<file path="src/rtl/mips_mem_arbiter.sv">
// Single-port arbiter for the unified IM/DM memory of mips_32, with a loader/debug port.
// One access per cycle; read data returns one cycle after the grant.
module mips_mem_arbiter #(
  parameter int AW       = 10,
  parameter int DEPTH    = 1024,
  parameter int MAX_WAIT = 4
) (
  input  logic          clk1,
  input  logic          rst,
  input  logic          im_req,
  input  logic [AW-1:0] im_addr,
  input  logic          dm_req,
  input  logic          dm_we,
  input  logic [AW-1:0] dm_addr,
  input  logic [31:0]   dm_wdata,
  input  logic          ld_req,
  input  logic          ld_we,
  input  logic [AW-1:0] ld_addr,
  input  logic [31:0]   ld_wdata,
  input  logic          ld_lock,
  output logic          im_gnt,
  output logic          dm_gnt,
  output logic          ld_gnt,
  output logic          im_rvalid,
  output logic          dm_rvalid,
  output logic          ld_rvalid,
  output logic [31:0]   rdata,
  output logic          err,
  output logic          cpu_stall,
  output logic          mem_en,
  output logic          mem_we,
  output logic [AW-1:0] mem_addr,
  output logic [31:0]   mem_wdata,
  input  logic [31:0]   mem_rdata
);

  typedef enum logic {RUN = 1'b0, LOAD = 1'b1} state_t;

  localparam int          CW    = $clog2(MAX_WAIT + 1);
  localparam logic [AW:0] LIMIT = (AW + 1)'(DEPTH);

  state_t          state, state_next;
  logic [CW-1:0]   wait_cnt;
  logic            im_force;
  logic            rd_pending, rd_oor;
  logic [2:0]      rd_owner;
  logic            any_gnt, acc_we, oor, rd_live;
  logic [AW-1:0]   acc_addr;
  logic [31:0]     acc_wdata;

  // NOTE: sequential state uses non-blocking assignments so every flop samples pre-edge values.
  always_ff @(posedge clk1) begin
    if (rst) state <= RUN;
    else     state <= state_next;
  end

  // NOTE: every combinational output gets a default first, so no path leaves it unassigned (no latch).
  always_comb begin
    state_next = state;
    case (state)
      RUN:     if (ld_req && ld_lock) state_next = LOAD;
      LOAD:    if (!ld_lock)          state_next = RUN;
      default: state_next = RUN;
    endcase
  end

  assign im_force = (wait_cnt == CW'(MAX_WAIT));

  always_comb begin
    im_gnt    = 1'b0;
    dm_gnt    = 1'b0;
    ld_gnt    = 1'b0;
    cpu_stall = 1'b0;
    if (!rst) begin
      case (state)
        RUN: begin
          if (ld_req)                  ld_gnt = 1'b1;
          else if (im_req && im_force) im_gnt = 1'b1;
          else if (dm_req)             dm_gnt = 1'b1;
          else if (im_req)             im_gnt = 1'b1;
          cpu_stall = (im_req && !im_gnt) || (dm_req && !dm_gnt);
        end
        LOAD: begin
          // The exit cycle (ld_lock low) grants nothing but still holds the core.
          ld_gnt    = ld_req && ld_lock;
          cpu_stall = 1'b1;
        end
        default: ;
      endcase
    end

    acc_we    = 1'b0;
    acc_addr  = '0;
    acc_wdata = '0;
    if (ld_gnt) begin
      acc_we    = ld_we;
      acc_addr  = ld_addr;
      acc_wdata = ld_wdata;
    end else if (dm_gnt) begin
      acc_we    = dm_we;
      acc_addr  = dm_addr;
      acc_wdata = dm_wdata;
    end else if (im_gnt) begin
      acc_addr  = im_addr;
    end

    any_gnt   = im_gnt || dm_gnt || ld_gnt;
    oor       = any_gnt && ({1'b0, acc_addr} >= LIMIT);
    mem_en    = any_gnt && !oor;
    mem_we    = mem_en && acc_we;
    mem_addr  = mem_en ? acc_addr : '0;
    mem_wdata = mem_we ? acc_wdata : '0;

    // Responses are masked during reset so a read in flight never surfaces.
    rd_live   = !rst && rd_pending;
    im_rvalid = rd_live && rd_owner[0];
    dm_rvalid = rd_live && rd_owner[1];
    ld_rvalid = rd_live && rd_owner[2];
    rdata     = (rd_live && !rd_oor) ? mem_rdata : '0;
    err       = (oor && acc_we) || (rd_live && rd_oor);
  end

  always_ff @(posedge clk1) begin
    if (rst) begin
      rd_pending <= 1'b0;
      rd_oor     <= 1'b0;
      rd_owner   <= '0;
      wait_cnt   <= '0;
    end else begin
      rd_pending <= any_gnt && !acc_we;
      rd_oor     <= oor;
      rd_owner   <= {ld_gnt, dm_gnt, im_gnt};
      if (im_req && !im_gnt) begin
        if (!im_force) wait_cnt <= wait_cnt + CW'(1);
      end else begin
        wait_cnt <= '0;
      end
    end
  end

endmodule

</file>
<file path="config.mk">
export PLATFORM = sky130hd
export DESIGN_NAME = mips_mem_arbiter
export DESIGN_NICKNAME = d
export VERILOG_FILES = /design/src/rtl/mips_mem_arbiter.sv
export SDC_FILE = /design/constraint.sdc
export NUM_CORES = 1
export LEC_CHECK = 0
export BUFFER_PORTS_ARGS = -buffer_cell sky130_fd_sc_hd__buf_2
export CAP_MARGIN = 20
export CORE_AREA = 2 2 85 87
export DETAILED_ROUTE_END_ITERATION = 8
export DIE_AREA = 0 0 87 89
export GPL_TIMING_DRIVEN = 0
export PLACE_DENSITY = 0.77
export SLEW_MARGIN = 20
export SYNTH_ARGS = -nofsm -noshare
export SYNTH_HDL_FRONTEND = slang
export SYNTH_SLANG_ARGS = --single-unit
</file>
<file path="constraint.sdc">
create_clock -name clk1 -period 1.38 [get_ports clk1]
set_input_delay 0 -clock clk1 [delete_from_list [all_inputs] [get_ports clk1]]
set_output_delay 0 -clock clk1 [all_outputs]
set_load 0.005 [all_outputs]
</file>
==> impl_metrics.ini <==
[clock_network]
clock-sinks = 8
clk_path_buf_depth = 2
tritoncts = done
cts_buffers = 3
htree_num_levels = 1
root_buffer = clkbuf_8
clk_latency_ps = 240
clk_pin_slew_ps = 50

[logic_synthesis]
synth.largest_area_cell = nand4_1
syn-mean-instance-area_um2 = 6.98
ys.flop_type = dfxtp_1
syn_nets = 370
netlist_area_um2 = 1630
synthTopCellsByArea = nand4_1 25%, a22oi_1 15%, and2_1 14%
ys_warn_count = 0
synth.distinct_cells = 34
synthArstFlopShare_pct = 0
ys_ff_latch = 8
syn-instance-count = 234
synth-edff-count = 0
netlist.area_leader.share_pct = 24.5
yosysSeqAreaShare_pct = 9.81

[pwr]
swShare_pct = 36.4
pwr-share-comb_pct = 60.3
clkPwrFrac_pct = 21.6
p_int_uw = 882
p_sw_uw = 504
p_leak_uw = 0.00190
irDropWorstVdd_uv = 221
p_total_uw = 1390
seqPwrFrac_pct = 18.1
power.density_nw_per_um2 = 378

[die]
num_rows = 30
core-area_um2 = 6720
die_h_um = 89
io_pins = 218
die-area_um2 = 7740
dieWidth_um = 87
start_util_pct = 24.3

[setup_path]
critical_path.endpoint = mem_addr[8]
r2r-start = state
critPathRequiredTime_ps = 1380
reg2reg_slack_ps = -170
crit_type = reg2out
crit_arrival_ps = 1680
critPathMaxFanout = 5
r2r_end = wait_cnt[1]
r2r_cells = 6
start_kind = flop
end_kind = output port
crit_path_start = wait_cnt[0]

[sta]
slew_violations = 0
min_period_over_period_pct = 122
fin_skew_ps = 2.82
max_freq_mhz = 596
rsz0062_at_grt = yes
hold-worst-slack_ps = 65.2
fin_crit_ps = 1680
setup-violations-final = 47
setup_slack_ps = -299
worst_pin_slew_ps = 566
slew_headroom_pct = 62.3
finalHoldViolCount = 0

[grt]
grt_overflow = 0
grt_pass1_wl_um = 15000
antenna_found_initial = 0
grt_max_degree = 13
grt_pass1_vias = 3032
grt_usage_pct = 24.2

[cells_and_area]
nNetsFinal = 615
final.fill_count = 610
multiInputGateArea_um2 = 1570
seqCellArea_um2 = 166
synthToLayoutAreaGrowth_pct = 124
final_cell_mix = 212 x buf_2, 64 x nand4_1, 36 x and2_1, 31 x a22oi_2, 20 x buf_6
finalNonFillerCells = 557
diodes = 0
layout.cells.most_common = buf_2
drive_gt1_share_pct = 69.8

[route]
ant_nets = 0
drc = 0
drtIter0Drc = 72
via_per_inst = 5.42
drt-total-wl_um = 9700
vias = 3017
post_drt_wl_per_cell_um = 17.4
drt_first_pass_iters = 4

[placement]
port_buffers = 213
place_inst = 527
place.gp.congestion = 0.836
hpwl_um = 6750
dp_slack_ps = -508

[status]
status = complete, but fails checks
violations = setup timing

[min_path]
hp-class = in2reg

[flow_run]
maxCapViolCount = 0
[flip-flops by register name, summed over array words and instances, names as in the netlist]
register and count:
state 1, wait_cnt 3, rd_owner 3, rd_pending 1
[worst min-delay path by stage]
stage,startpoint,end,slack [ps],depth (start not counted)
6_report,ld_lock,state,70,2
5_1_grt,ld_lock,state,70,2
4_1_cts,ld_lock,state,40,2
3_5_place_dp,rst,wait_cnt[0],220,2
3_3_place_gp,rst,wait_cnt[0],210,2
2_1_floorplan,mem_rdata[0],rdata[0],110,1
[Yosys cell counts (3+ instances only)]
library cell  number
nand4_1           64
buf_2             13
dfxtp_1            8
a22oi_1           32
inv_1              4
a221o_2            6
clkbuf_1          22
nor4b_1            3
nor2_1             3
nand3_1            3
and3_1            10
a221o_1            4
and2_1            37
[power groups by stage]
stage	logic [µW]	registers (µW)	clock network [µW]
floorplan	285	251	0
global placement	617	253	0
detailed placement	630	253	0
CTS	811	249	292
global route	905	251	312
finish	836	251	299
[cell families after synthesis]
logic type | share of synthesized area [%]
and+or+nand+nor | 49.9
DFF | 9.81
buffers and inverters | 11.8
adders and majority gates | 2.15
other | 0.230
muxes | 0.613
AOI/OAI and AO/OA | 25.0
xor gates and xnor gates | 0.536
[final cells by class]
type,count,area share [%]
tap,80,2.73
timing repair buffer,240,38.3
inverter,4,0.478
clock buffer,3,1.13
sequential,8,4.54
multi-input combinational,186,42.8
buffer,36,9.97
[per-layer routing]
layer	routed length (µm)	global-route usage, %	up-vias
met5	0	0	-
met4	158	6.68	0
met3	833	3.97	16
met2	4850	46.1	194
met1	3850	27.8	1389
li1	-	-	1418
[stage by stage]
stage	area, µm²	setup TNS (ps)	utilization [%]
6_report	3660	-9030	54.5
5_1_grt	3660	-11970	54.5
4_1_cts	3600	-9190	53.5
3_5_place_dp	2810	-13920	41.8
3_3_place_gp	2810	-12420	41.8
2_1_floorplan	1640	0	-
[worst max-delay path, stage by stage, from the launching register on]
cell	delay (ps)
dfxtp_2	330
inv_2	60
ha_4	150
nand3_4	110
nand3_4	130
inv_4	50
buf_6	120
a221o_2	360
buf_6	120
[timing repair]
| item | 4_1_cts | 5_1_grt |
|---|---|---|
| endpoints found under the setup margin | 81 | 80 |
| cloned | 10 | 0 |
| gates resized for setup | 118 | 26 |
| pin swaps | 42 | 12 |
| endpoints found under the hold margin | 4 | 0 |
| hold buffers | 1 | 0 |
| setup buffers | 17 | 1 |
Power figures use the tool's default switching activity.
